===== config.mk =====
export PLATFORM = sky130hd
export DESIGN_NAME = tt_rr_grant_sched
export DESIGN_NICKNAME = d
export VERILOG_FILES = /design/src/rtl/tt_rr_grant_sched.sv
export SDC_FILE = /design/constraint.sdc
export NUM_CORES = 1
export LEC_CHECK = 0
export BUFFER_PORTS_ARGS = -buffer_cell sky130_fd_sc_hd__buf_4
export CORE_MARGIN = 2
export CORE_UTILIZATION = 44
export CTS_CLUSTER_DIAMETER = 200
export CTS_CLUSTER_SIZE = 16
export DETAILED_ROUTE_END_ITERATION = 10
export PLACE_DENSITY_LB_ADDON = 0.2
export SLEW_MARGIN = 10
export SYNTH_ARGS = -nofsm -noshare
export SYNTH_HDL_FRONTEND = slang
export SYNTH_SLANG_ARGS = --single-unit

===== constraint.sdc =====
create_clock -name clk -period 1.6 [get_ports clk]
set_input_delay 0.16 -clock clk [delete_from_list [all_inputs] [get_ports clk]]
set_output_delay 0.16 -clock clk [all_outputs]
set_load 0.05 [all_outputs]

===== src/rtl/tt_rr_grant_sched.sv =====
// ---------------------------------------------------------------------------
// tt_rr_grant_sched
//   Four-requester round-robin grant scheduler sharing one datapath slot.
//   Requests are registered, one owner is picked, the grant is held for the
//   owner's burst, and a one-cycle turnaround separates grants.
//
//   Optional feature macro: ARB_TIMEOUT_EN
//     defined   : slot timer revokes a grant after SLOT_CYCLES cycles and
//                 pulses timeout on that GRANT->GAP edge.
//     undefined : no timer; timeout is tied to 0.
//
// Ports
//   clk        rising-edge clock
//   rst        synchronous reset, active-high
//   ena        clock enable; when 0 all state and outputs hold
//   req[3:0]   level request per requester
//   done[3:0]  end-of-burst pulse, honoured only from the current owner
//   gnt[3:0]   one-hot grant (registered)
//   gnt_valid  OR of gnt (registered)
//   gnt_id     current/last owner index, round-robin pointer (registered)
//   busy       1 in GRANT or GAP (registered)
//   timeout    1-cycle pulse when the slot timer revokes a grant (registered)
// ---------------------------------------------------------------------------
module tt_rr_grant_sched #(
    parameter int unsigned NREQ        = 4
`ifdef ARB_TIMEOUT_EN
    ,
    parameter int unsigned SLOT_CYCLES = 8,
    parameter int unsigned TIMER_W     = 4
`endif
) (
    input  logic            clk,
    input  logic            rst,
    input  logic            ena,
    input  logic [NREQ-1:0] req,
    input  logic [NREQ-1:0] done,
    output logic [NREQ-1:0] gnt,
    output logic            gnt_valid,
    output logic [1:0]      gnt_id,
    output logic            busy,
    output logic            timeout
);

    typedef enum logic [1:0] {
        S_IDLE  = 2'd0,
        S_GRANT = 2'd1,
        S_GAP   = 2'd2
    } state_t;

    state_t          state;
    state_t          state_nxt;
    logic [NREQ-1:0] req_q;

    logic [NREQ-1:0] gnt_nxt;
    logic [1:0]      gnt_id_nxt;
    logic            timeout_nxt;

    logic [1:0]      pick_id;
    logic            pick_any;
    logic            owner_drop;
    logic            owner_done;
    logic            expire;
    logic            grant_end;

`ifdef ARB_TIMEOUT_EN
    logic [TIMER_W-1:0] timer;
    logic [TIMER_W-1:0] timer_nxt;

    assign expire = (timer == TIMER_W'(SLOT_CYCLES - 1));
`else
    assign expire = 1'b0;
`endif

    assign owner_drop = ~req_q[gnt_id];
    assign owner_done = done[gnt_id];
    assign grant_end  = owner_drop | owner_done | expire;

    // Round-robin pick: search gnt_id+1 .. gnt_id+4 (mod 4). Walking the
    // offsets from far to near lets the nearest set requester win last.
    always_comb begin
        logic [1:0] idx;
        pick_id  = gnt_id;
        pick_any = 1'b0;
        idx      = 2'd0;
        for (int k = 4; k >= 1; k--) begin
            idx = 2'(gnt_id + 2'(k));
            if (req_q[idx]) begin
                pick_id  = idx;
                pick_any = 1'b1;
            end
        end
    end

    // State register
    always_ff @(posedge clk) begin
        if (rst) begin
            state <= S_IDLE;
        end else if (ena) begin
            state <= state_nxt;
        end
    end

    // Next-state logic
    always_comb begin
        state_nxt = state;
        case (state)
            S_IDLE:  if (pick_any)  state_nxt = S_GRANT;
            S_GRANT: if (grant_end) state_nxt = S_GAP;
            S_GAP:   state_nxt = S_IDLE;
            default: state_nxt = S_IDLE;
        endcase
    end

    // Output/datapath next values; registered below
    always_comb begin
        gnt_nxt     = gnt;
        gnt_id_nxt  = gnt_id;
        timeout_nxt = 1'b0;
`ifdef ARB_TIMEOUT_EN
        timer_nxt   = timer;
`endif
        case (state)
            S_IDLE: begin
                if (pick_any) begin
                    gnt_nxt    = NREQ'(1) << pick_id;
                    gnt_id_nxt = pick_id;
`ifdef ARB_TIMEOUT_EN
                    timer_nxt  = '0;
`endif
                end
            end
            S_GRANT: begin
                if (grant_end) begin
                    gnt_nxt     = '0;
                    // Only a pure timer revocation is reported; done wins ties.
                    timeout_nxt = expire & ~owner_done & ~owner_drop;
                end else begin
`ifdef ARB_TIMEOUT_EN
                    timer_nxt = timer + TIMER_W'(1);
`endif
                end
            end
            default: begin
                gnt_nxt = '0;
            end
        endcase
    end

    // Registered outputs and request capture
    always_ff @(posedge clk) begin
        if (rst) begin
            req_q     <= '0;
            gnt       <= '0;
            gnt_valid <= 1'b0;
            gnt_id    <= 2'd3;
            busy      <= 1'b0;
            timeout   <= 1'b0;
`ifdef ARB_TIMEOUT_EN
            timer     <= '0;
`endif
        end else if (ena) begin
            req_q     <= req;
            gnt       <= gnt_nxt;
            gnt_valid <= |gnt_nxt;
            gnt_id    <= gnt_id_nxt;
            busy      <= (state_nxt != S_IDLE);
            timeout   <= timeout_nxt;
`ifdef ARB_TIMEOUT_EN
            timer     <= timer_nxt;
`endif
        end
    end

endmodule


==> impl_metrics.yaml <==
clock_tree:
  clock-sinks: 14
  htree_num_levels: 1
  cts_buffers: 3
  clkLatencyLatePin_ps: 280
  path_clk_slew_ps: 80
  cts-root-buf: "clkbuf_4"
  clockBufferDepth: 2
  cts_tree: "built"
layout:
  n_antenna_cell: 0
  final_cell_mix: "21 x buf_4, 11 x nor2_1, 8 x dfxtp_1"
  final_net_count: 114
  layout_commonest_cell: "buf_4"
  area_delta_synth_final_pct: 28.24
  finish.utilization_pct: 59.97
  fin_cells: 118
  drive_above_1_share_pct: 31.37
yosys:
  yosys-top-cells-area: "dfxtp_1 40%, mux2i_1 8.5%, nor2_1 5.9%"
  syn_area_um2: 704.4
  ys_seq_elements: 14
  yosysUniqueCellTypes: 29
  synth_area_leader_cell: "dfxtp_1"
  seq_area_frac_synth_pct: 39.79
  yosys_warnings: 0
  synthCells: 81
  synth_top_area_share_pct: 39.79
  syn-num-nets: 92
  syn_avg_cell_area_um2: 8.697
global_route:
  overflow: 0
  grtUsageTotal_pct: 19.71
  grt_pass1_wl_um: 2808
  grt_max_degree: 12
  grt_pass1_vias: 660
  grt_antenna_before_repair: 0
die:
  die_x_um: 44.01
  io_pins: 20
  core_um2: 1506
  die_height_um: 44.01
  die-area_um2: 1937
  start_util_pct: 46.76
  num_rows: 14
sta:
  final.setup.tns_ps: 0
  final_hold_viol_count: 0
  slew_violations: 0
  fin_crit_ps: 1502
  worst_pin_slew_ps: 526.5
  clock_skew_ps: 6.473
  finalSetupViolations: 0
  fmax_ghz: 0.6656
  setup_ws_ps: 97.68
  fin_crit_sh_pct: 93.89
  rsz0062_at_grt: "false"
  slew_headroom_pct: 64.46
worst_hold_path:
  hp-class: "in -> reg"
  hold_path_end: "req_q[3]"
  min_delay_path_depth: 3
  hold_start: "req[3]"
worst_setup_path:
  required_ps: 1770
  path_max_fanout: 6
  setup.worst_path.start: "req_q[0]"
  cp-end-kind: "flop"
  r2r_cells: 4
  crit_type: "reg -> reg"
  reg2reg_setup_slack_ps: 100
  critPathArrivalTime_ps: 1670
  critPathLaunchType: "flop"
  r2r_end: "gnt[3]"
  rr_startpoint: "req_q[0]"
routing:
  wl_per_cell_um: 13.37
  first_iter_violations: 15
  vias: 699
  ant_nets: 0
  drc: 0
  via_per_inst: 5.924
  first_pass_iters: 4
  wl_um: 1578
power:
  leakage_nw: 0.3932
  p_clk_share_pct: 24.0
  swShare_pct: 33.16
  power_frac_seq_pct: 46.9
  switching_power_mw: 0.2866
  intPower_mw: 0.5777
  power_density_nw_per_um2: 956.7
  pwr-share-comb_pct: 29.1
  peakVddDrop_mv: 0.5816
placement:
  hpwl_um: 1212
  gp_congestion: 0.8252
  pre_cts_slack_ps: 53.54
  io_buffers: 18
  dp.cells: 114
status:
  outcome: "finished, final reports clean"
flow_run:
  drv_cap: 0
==> area by class of cell <==
type / count / area, um2
sequential: 14 / 290.3
tap: 16 / 20.02
fill: 146 / 603.1
clock buffer: 4 / 26.28
multi-input combinational: 59 / 394.1
timing repair buffer: 21 / 157.7
inverter: 4 / 15.01
==> cell families after synthesis <==
kind of cell    Yosys count  share of synthesized area (%)
compound gates           20                          21.85
buf+inv                   8                          4.973
flops                    14                          39.79
mux                       7                          11.72
other cells               1                         0.5323
simple gates             31                          21.14
==> worst max-delay path: stages (launching register included) <==
cell     delay [ps]
dfxtp_2         350
or4_1           540
nand3_1         130
nor2_1          100
a32o_1          280
==> through the flow <==
stage          power, mW  hold WS, ps  instance area, um2
2_1_floorplan     0.5883        306.5               720.7
3_3_place_gp      0.6597        393.6               872.1
3_5_place_dp      0.6628        404.7               872.1
4_1_cts           0.8668        119.7               898.4
5_1_grt           0.9159        116.9               903.4
6_report          0.8642        116.0               903.4
==> sequential cells by signal (all words and copies together), names as in the netlist <==
name,flops
gnt_valid,1
gnt,4
gnt_id,2
state,2
req_q,4
busy,1
==> power groups by stage <==
stage | Clock, mW | Combinational (mW) | Sequential [mW]
after detailed placement | 0 | 0.250 | 0.412
after floorplan | 0 | 0.128 | 0.460
final | 0.208 | 0.251 | 0.405
after global placement | 0 | 0.250 | 0.410
after global routing | 0.229 | 0.276 | 0.410
after CTS | 0.211 | 0.251 | 0.404
==> what timing repair did <==
item | 4_1_cts | 5_1_grt
gates resized for setup | 0 | 4
endpoints found under the setup margin | 0 | 3
buffers inserted | 0 | 0
hold buffers | 0 | 0
==> synth_stat cells (all sizes together) <==
master / instances
a31oi: 1
a21oi: 4
nand2b: 6
o311ai: 1
o22ai: 1
mux4: 1
clkbuf: 2
o31a: 1
buf: 2
or4: 2
inv: 4
o31ai: 1
dfxtp: 14
conb: 1
a22oi: 1
mux2i: 6
o21ai: 1
a32o: 4
a21o: 1
nand3: 2
o311a: 1
nand2: 7
nor2b: 2
a31o: 1
nor4: 1
a2111oi: 1
o211ai: 1
nor2: 11
==> worst max-delay path by stage <==
stage	to	slack [ps]	depth (start not counted)
2_1_floorplan	gnt_valid	20	4
3_3_place_gp	gnt_valid	80	4
3_5_place_dp	gnt_valid	50	4
4_1_cts	gnt[3]	30	5
5_1_grt	gnt_valid	4	4
6_report	gnt[3]	100	4
==> per-layer routing <==
layer | track usage (%) | part of all wire, % | wire length (um) | vias to the layer above
li1 | - | - | - | 337
met1 | 26.02 | 45 | 713 | 339
met2 | 29.12 | 48 | 753 | 17
met3 | 4.082 | 4.0 | 63 | 6
met4 | 12.73 | 2.9 | 46 | 0
met5 | 0 | 0 | 0 | -
Note: power is estimated with default switching activity, not from simulation.
